--- src/rtl/fetch_if.sv ---
// Fetch stage bus: pipeline control, instruction memory port and IF/ID outputs.
interface fetch_if;
  logic        stall;
  logic        flush;
  logic        branch_taken;
  logic [15:0] branch_target;
  logic [15:0] imem_addr;
  logic [15:0] imem_data;
  logic [15:0] instruction;
  logic [15:0] pc_plus1;
  logic        valid;
  logic        halted;
  logic [15:0] fetch_count;

  // Upstream/control side: drives control and returns memory data
  modport master (
    output stall, flush, branch_taken, branch_target, imem_data,
    input  imem_addr, instruction, pc_plus1, valid, halted, fetch_count
  );

  // Fetch stage side
  modport slave (
    input  stall, flush, branch_taken, branch_target, imem_data,
    output imem_addr, instruction, pc_plus1, valid, halted, fetch_count
  );
endinterface

--- src/rtl/fetch_stage.sv ---
// Instruction fetch stage: word-addressed PC, IF/ID register and RUN/HALTED FSM.
// Edge priority: rst > branch_taken > HALTED > flush > stall > normal fetch.
module fetch_stage #(
  parameter logic [15:0] RESET_PC   = 16'h0000,
  parameter logic [15:0] NOP_INSTR  = 16'h0000,
  parameter logic [15:0] HALT_INSTR = 16'hFFFF
) (
  input  logic    clk,
  input  logic    rst,
  fetch_if.slave  if_fetch
);

  localparam int unsigned W = 16;
  localparam logic [W-1:0] CNT_MAX = 16'hFFFF;

  typedef enum logic {
    ST_RUN    = 1'b0,
    ST_HALTED = 1'b1
  } state_t;

  state_t       r_state, w_state_nxt;
  logic [W-1:0] r_pc, w_pc_nxt;
  logic [W-1:0] r_instr, w_instr_nxt;
  logic [W-1:0] r_pcp1, w_pcp1_nxt;
  logic [W-1:0] r_cnt, w_cnt_nxt;
  logic         r_valid, w_valid_nxt;
  logic         r_halted;

  logic [W-1:0] w_pc_inc;
  logic         w_normal;
  logic         w_is_halt;

  assign w_pc_inc  = r_pc + W'(1);
  assign w_normal  = (r_state == ST_RUN) && !if_fetch.branch_taken &&
                     !if_fetch.flush && !if_fetch.stall;
  assign w_is_halt = (if_fetch.imem_data == HALT_INSTR);

  // State register
  always_ff @(posedge clk) begin
    if (rst) r_state <= ST_RUN;
    else     r_state <= w_state_nxt;
  end

  // Next state: a branch always resumes; a normally captured halt word stops fetch
  always_comb begin
    w_state_nxt = r_state;
    if (if_fetch.branch_taken)   w_state_nxt = ST_RUN;
    else if (w_normal && w_is_halt) w_state_nxt = ST_HALTED;
  end

  // Next PC, IF/ID contents and fetch counter
  always_comb begin
    w_pc_nxt    = r_pc;
    w_instr_nxt = r_instr;
    w_pcp1_nxt  = r_pcp1;
    w_valid_nxt = r_valid;
    w_cnt_nxt   = r_cnt;
    if (if_fetch.branch_taken) begin
      w_pc_nxt    = if_fetch.branch_target;
      w_instr_nxt = NOP_INSTR;
      w_valid_nxt = 1'b0;
    end else if (r_state == ST_HALTED) begin
      w_instr_nxt = NOP_INSTR;
      w_valid_nxt = 1'b0;
    end else if (if_fetch.flush) begin
      w_instr_nxt = NOP_INSTR;
      w_valid_nxt = 1'b0;
      if (!if_fetch.stall) w_pc_nxt = w_pc_inc;
    end else if (!if_fetch.stall) begin
      w_instr_nxt = if_fetch.imem_data;
      w_pcp1_nxt  = w_pc_inc;
      w_valid_nxt = 1'b1;
      if (r_cnt != CNT_MAX) w_cnt_nxt = r_cnt + W'(1);
      // The halt word issues but leaves the PC on itself
      if (!w_is_halt) w_pc_nxt = w_pc_inc;
    end
  end

  // Datapath registers
  always_ff @(posedge clk) begin
    if (rst) begin
      r_pc     <= RESET_PC;
      r_instr  <= NOP_INSTR;
      r_pcp1   <= '0;
      r_valid  <= 1'b0;
      r_cnt    <= '0;
      r_halted <= 1'b0;
    end else begin
      r_pc     <= w_pc_nxt;
      r_instr  <= w_instr_nxt;
      r_pcp1   <= w_pcp1_nxt;
      r_valid  <= w_valid_nxt;
      r_cnt    <= w_cnt_nxt;
      r_halted <= (w_state_nxt == ST_HALTED);
    end
  end

  assign if_fetch.imem_addr   = r_pc;
  assign if_fetch.instruction = r_instr;
  assign if_fetch.pc_plus1    = r_pcp1;
  assign if_fetch.valid       = r_valid;
  assign if_fetch.halted      = r_halted;
  assign if_fetch.fetch_count = r_cnt;

endmodule
--- src/flat_wrapper.sv ---
// flat-port wrapper written by rule: the top's interface ports become plain ports
module fetch_stage_flat 
#(
  parameter logic [15:0] RESET_PC   = 16'h0000,
  parameter logic [15:0] NOP_INSTR  = 16'h0000,
  parameter logic [15:0] HALT_INSTR = 16'hFFFF
)
  (clk, rst, if_fetch_stall, if_fetch_flush, if_fetch_branch_taken, if_fetch_branch_target, if_fetch_imem_data, if_fetch_imem_addr, if_fetch_instruction, if_fetch_pc_plus1, if_fetch_valid, if_fetch_halted, if_fetch_fetch_count);
  fetch_if if_fetch_i ();
  input  logic clk;
  input  logic rst;
  input wire logic [$bits(if_fetch_i.stall)-1:0] if_fetch_stall;
  input wire logic [$bits(if_fetch_i.flush)-1:0] if_fetch_flush;
  input wire logic [$bits(if_fetch_i.branch_taken)-1:0] if_fetch_branch_taken;
  input wire logic [$bits(if_fetch_i.branch_target)-1:0] if_fetch_branch_target;
  input wire logic [$bits(if_fetch_i.imem_data)-1:0] if_fetch_imem_data;
  output wire logic [$bits(if_fetch_i.imem_addr)-1:0] if_fetch_imem_addr;
  output wire logic [$bits(if_fetch_i.instruction)-1:0] if_fetch_instruction;
  output wire logic [$bits(if_fetch_i.pc_plus1)-1:0] if_fetch_pc_plus1;
  output wire logic [$bits(if_fetch_i.valid)-1:0] if_fetch_valid;
  output wire logic [$bits(if_fetch_i.halted)-1:0] if_fetch_halted;
  output wire logic [$bits(if_fetch_i.fetch_count)-1:0] if_fetch_fetch_count;
  assign if_fetch_i.stall = if_fetch_stall;
  assign if_fetch_i.flush = if_fetch_flush;
  assign if_fetch_i.branch_taken = if_fetch_branch_taken;
  assign if_fetch_i.branch_target = if_fetch_branch_target;
  assign if_fetch_i.imem_data = if_fetch_imem_data;
  assign if_fetch_imem_addr = if_fetch_i.imem_addr;
  assign if_fetch_instruction = if_fetch_i.instruction;
  assign if_fetch_pc_plus1 = if_fetch_i.pc_plus1;
  assign if_fetch_valid = if_fetch_i.valid;
  assign if_fetch_halted = if_fetch_i.halted;
  assign if_fetch_fetch_count = if_fetch_i.fetch_count;
  fetch_stage #(.RESET_PC(RESET_PC), .NOP_INSTR(NOP_INSTR), .HALT_INSTR(HALT_INSTR)) u_core (.clk(clk), .rst(rst), .if_fetch(if_fetch_i));
endmodule
--- config.mk ---
export PLATFORM = sky130hd
export DESIGN_NAME = fetch_stage_flat
export DESIGN_NICKNAME = d
export VERILOG_FILES = /design/src/rtl/fetch_if.sv /design/src/rtl/fetch_stage.sv /design/src/flat_wrapper.sv
export SDC_FILE = /design/constraint.sdc
export NUM_CORES = 1
export LEC_CHECK = 0
export CORE_MARGIN = 5
export CORE_UTILIZATION = 41
export CTS_BUF_LIST = sky130_fd_sc_hd__clkbuf_16
export DETAILED_ROUTE_END_ITERATION = 8
export GPL_TIMING_DRIVEN = 0
export HOLD_SLACK_MARGIN = 0.02
export MAX_ROUTING_LAYER = met4
export PLACE_DENSITY = 0.8
export SETUP_SLACK_MARGIN = 0.15
export SYNTH_ARGS = -nofsm -noshare
export SYNTH_HDL_FRONTEND = slang
export SYNTH_SLANG_ARGS = --single-unit
--- constraint.sdc ---
create_clock -name clk -period 2 [get_ports clk]
set_input_delay 0.5 -clock clk [delete_from_list [all_inputs] [get_ports clk]]
set_output_delay 0.5 -clock clk [all_outputs]
set_load 0.1 [all_outputs]
==> impl_metrics.py <==
metrics = {
    "yosys": {
        "synth-main-ff-cell": "dfxtp_1",
        "synth.area.top_cells": "dfxtp_1 (43%), nor2_1 (8.7%), xor2_1 (8.5%)",
        "syn_nets": 381,
        "ys_top_cells_by_count": "nor2_1 (72), dfxtp_1 (66), xor2_1 (30), a211oi_1 (23), mux2i_1 (21)",
        "netlist_instances": 342,
        "async_flop_share_pct": 0,
        "synth_cell_types": 39,
        "syn_area_um2": 3100,
        "synth_edf_count": 0,
        "ys_warn_count": 0,
        "synth_most_common_cell": "nor2_1",
        "yosysSeqAreaShare_pct": 42.6,
        "yosysTopAreaCellShare_pct": 42.6,
        "synth_top_cell_by_area": "dfxtp_1",
        "synth.avg_cell_area_um2": 9.08,
        "ys_ff_latch": 66,
    },
    "clocking": {
        "clock_sinks": 66,
        "clkSlewWorstSetupHoldPaths_ns": 0.06,
        "root_buffer": "clkbuf_16",
        "clock_path_buffers": 2,
        "cts_inserted_buffers": 9,
        "cts_max_level": 3,
        "cts_tree": "built",
        "hold_buffers": 0,
        "worstSkewPairLatency_ns": 0.33,
    },
    "worst_setup_path": {
        "worst_setup_path_start_kind": "flip-flop",
        "worst-path-max-fanout": 6,
        "critPathKind": "flip-flop to flip-flop",
        "cp.required_ns": 2.23,
        "r2r_cells": 7,
        "rrSetupSlack_ns": 0.05,
        "timing.rr.start": "u_core.if_fetch.imem_addr[0]$_SDFFE_PP0P_",
        "cp.arrival_ns": 2.18,
        "r2r-end": "u_core.if_fetch.imem_addr[14]$_SDFFE_PP0P_",
        "endpoint_kind": "flip-flop",
    },
    "hold_path": {
        "hold_depth": 3,
        "min_path_type": "primary input to flip-flop",
        "min_from": "if_fetch_imem_data[10]",
        "min_to": "u_core.if_fetch.instruction[10]$_SDFFE_PP0N_",
    },
    "route": {
        "first_pass_iters": 4,
        "antenna_left": 0,
        "avgRoutedWirePerCell_um": 16.4,
        "avgViaCountPerCell": 5.31,
        "totalWireLength_mm": 9.39,
        "drcViolationCount": 0,
        "drt_iter0_markers": 132,
        "vias": 3036,
    },
    "grt": {
        "grt_max_degree": 13,
        "antenna_found_initial": 0,
        "gr-usage-met3_pct": 3.53,
        "grt.busiest_layer": "met2",
        "overflow": 0,
        "grt_util_all_layers_pct": 20.2,
        "grt_pass1_vias": 3048,
        "gr-usage-met1_pct": 26.1,
        "grt_pass1_wl_mm": 15.3,
        "met2_usage_pct": 30.9,
    },
    "power": {
        "ir_worst_vdd_mv": 0.471,
        "power.leakage_nw": 1.86,
        "cellPowerDensity_nw_per_um2": 750,
        "p_total_mw": 3.73,
    },
    "floorplan": {
        "ios": 103,
        "die_w_um": 97.0,
        "start_util_pct": 42.3,
        "die_area_um2": 9410,
        "placementRows": 31,
        "die_h_um": 97.0,
        "core_area_um2": 7330,
    },
    "timing": {
        "slew_headroom_pct": 52.8,
        "maxSlewViolCount": 0,
        "rsz0062_at_grt": "yes",
        "tightestPinTransition_ns": 0.708,
        "fmax_mhz": 514,
        "min_period_over_period_pct": 97.3,
        "finalHoldViolations": 0,
        "fin_skew_ns": 0.00620,
        "setup_viol": 0,
        "fin_crit_ns": 1.95,
    },
    "layout": {
        "fill_cells": 549,
        "antenna_cells": 0,
        "register_area_um2": 1420,
        "fin_util_pct": 67.9,
        "multi_input_area_um2": 1780,
        "drive_gt1_share_pct": 36.6,
        "nNetsFinal": 507,
        "synthToLayoutAreaGrowth_pct": 60.5,
    },
    "place": {
        "hpwlAfterDp_mm": 6.51,
        "portBuffers": 101,
        "routabilityCongestion": 0.880,
    },
    "status": {
        "status": "finished clean",
    },
    "job": {
        "max_cap_viol_count": 0,
    },
}
[power breakdown]
group,total (mW),switching (mW),internal (mW),leakage (nW)
logic,0.706,0.501,0.204,1.13
clock network,1.63,0.572,1.06,0.167
registers,1.40,0.0556,1.35,0.558
[worst max-delay path by stage]
stage	end	from
2_1_floorplan	u_core.if_fetch.imem_addr[12]$_SDFFE_PP0P_	if_fetch_imem_data[6]
3_3_place_gp	u_core.if_fetch.imem_addr[6]$_SDFFE_PP0P_	if_fetch_imem_data[6]
3_5_place_dp	u_core.if_fetch.imem_addr[2]$_SDFFE_PP0P_	if_fetch_imem_data[6]
4_1_cts	u_core.if_fetch.imem_addr[14]$_SDFFE_PP0P_	u_core.if_fetch.imem_addr[0]$_SDFFE_PP0P_
5_1_grt	u_core.if_fetch.imem_addr[14]$_SDFFE_PP0P_	u_core.if_fetch.imem_addr[0]$_SDFFE_PP0P_
6_report	u_core.if_fetch.imem_addr[14]$_SDFFE_PP0P_	u_core.if_fetch.imem_addr[0]$_SDFFE_PP0P_
[cells in the final DEF, fill, tap and decap left out, drive strengths merged]
cell type	count
a211oi	24
a21oi	1
a22o	3
a311oi	2
and2	2
and3	7
and4	3
buf	40
clkbuf	21
clkdlybuf4s15	66
clkdlybuf4s50	17
clkinv	3
dfxtp	66
dlygate4sd2	2
ha	2
inv	6
mux2i	21
nand2	9
nand3	13
nand4	12
nand4b	2
nor2	73
nor3	7
o2111ai	5
o211ai	11
o21a	1
o21ai	7
or2	1
or3	2
or4	2
xnor2	12
xor2	30
[metrics by stage]
stage,cells,hold slack (ns),instance area [µm²],setup TNS [ns],setup slack (ns)
after floorplan,342,0.632,3250,0,0.0780
after global placement,542,0.441,4380,-22.03,-0.575
after detailed placement,542,0.443,4380,-23.06,-0.622
after CTS,568,0.426,4920,0,0.155
after global routing,572,0.420,4980,-0.000459,-0.000459
final,572,0.399,4980,0,0.0544
[critical path, cell delays in order (launching register included)]
cell and delay, ns:
dfxtp_4 0.38, ha_1 0.28, nand2_1 0.21, nor3_4 0.26, buf_4 0.18, o2111ai_1 0.14
xor2_1 0.16, a211oi_1 0.23
[registers in the layout (all words and copies together) (netlist names)]
register,count
u_core.if_fetch.pc_plus1,16
u_core.if_fetch.imem_addr,16
u_core.if_fetch.halted,1
u_core.if_fetch.instruction,16
u_core.if_fetch.valid,1
u_core.if_fetch.fetch_count,16
[cell type report]
class | instances | share of cell area, %
Multi-Input combinational cell | 252 | 35.7
Sequential cell | 66 | 28.5
Timing Repair Buffer | 115 | 23.9
Clock buffer | 12 | 6.03
Buffer | 19 | 2.59
Tap cell | 99 | 2.49
Clock inverter | 4 | 0.427
Inverter | 5 | 0.377
[per-layer routing]
layer,share of wire [%],up-vias
met5,0,-
met4,2.0,0
met3,5.8,17
met2,48,111
met1,44,1437
li1,-,1471
[cells by family after synthesis]
| family | count (synthesis) | share of synthesized area (%) |
|---|---|---|
| multiplexers | 21 | 6.77 |
| adder cells (fa/ha/maj) | 2 | 0.806 |
| flip-flops | 66 | 42.6 |
| AND/OR/NAND/NOR | 133 | 20.6 |
| AO/OA/AOI/OAI | 54 | 13.9 |
| XOR/XNOR | 42 | 11.8 |
| buffers and inverters | 24 | 3.51 |
[repair_timing]
item | CTS | global route
cloned | 1 | 0
pin swaps | 18 | 8
setup buffers | 9 | 4
resized for setup | 275 | 16
endpoints found under the setup margin | 118 | 25
No activity file was read; power rests on OpenSTA's default activity.
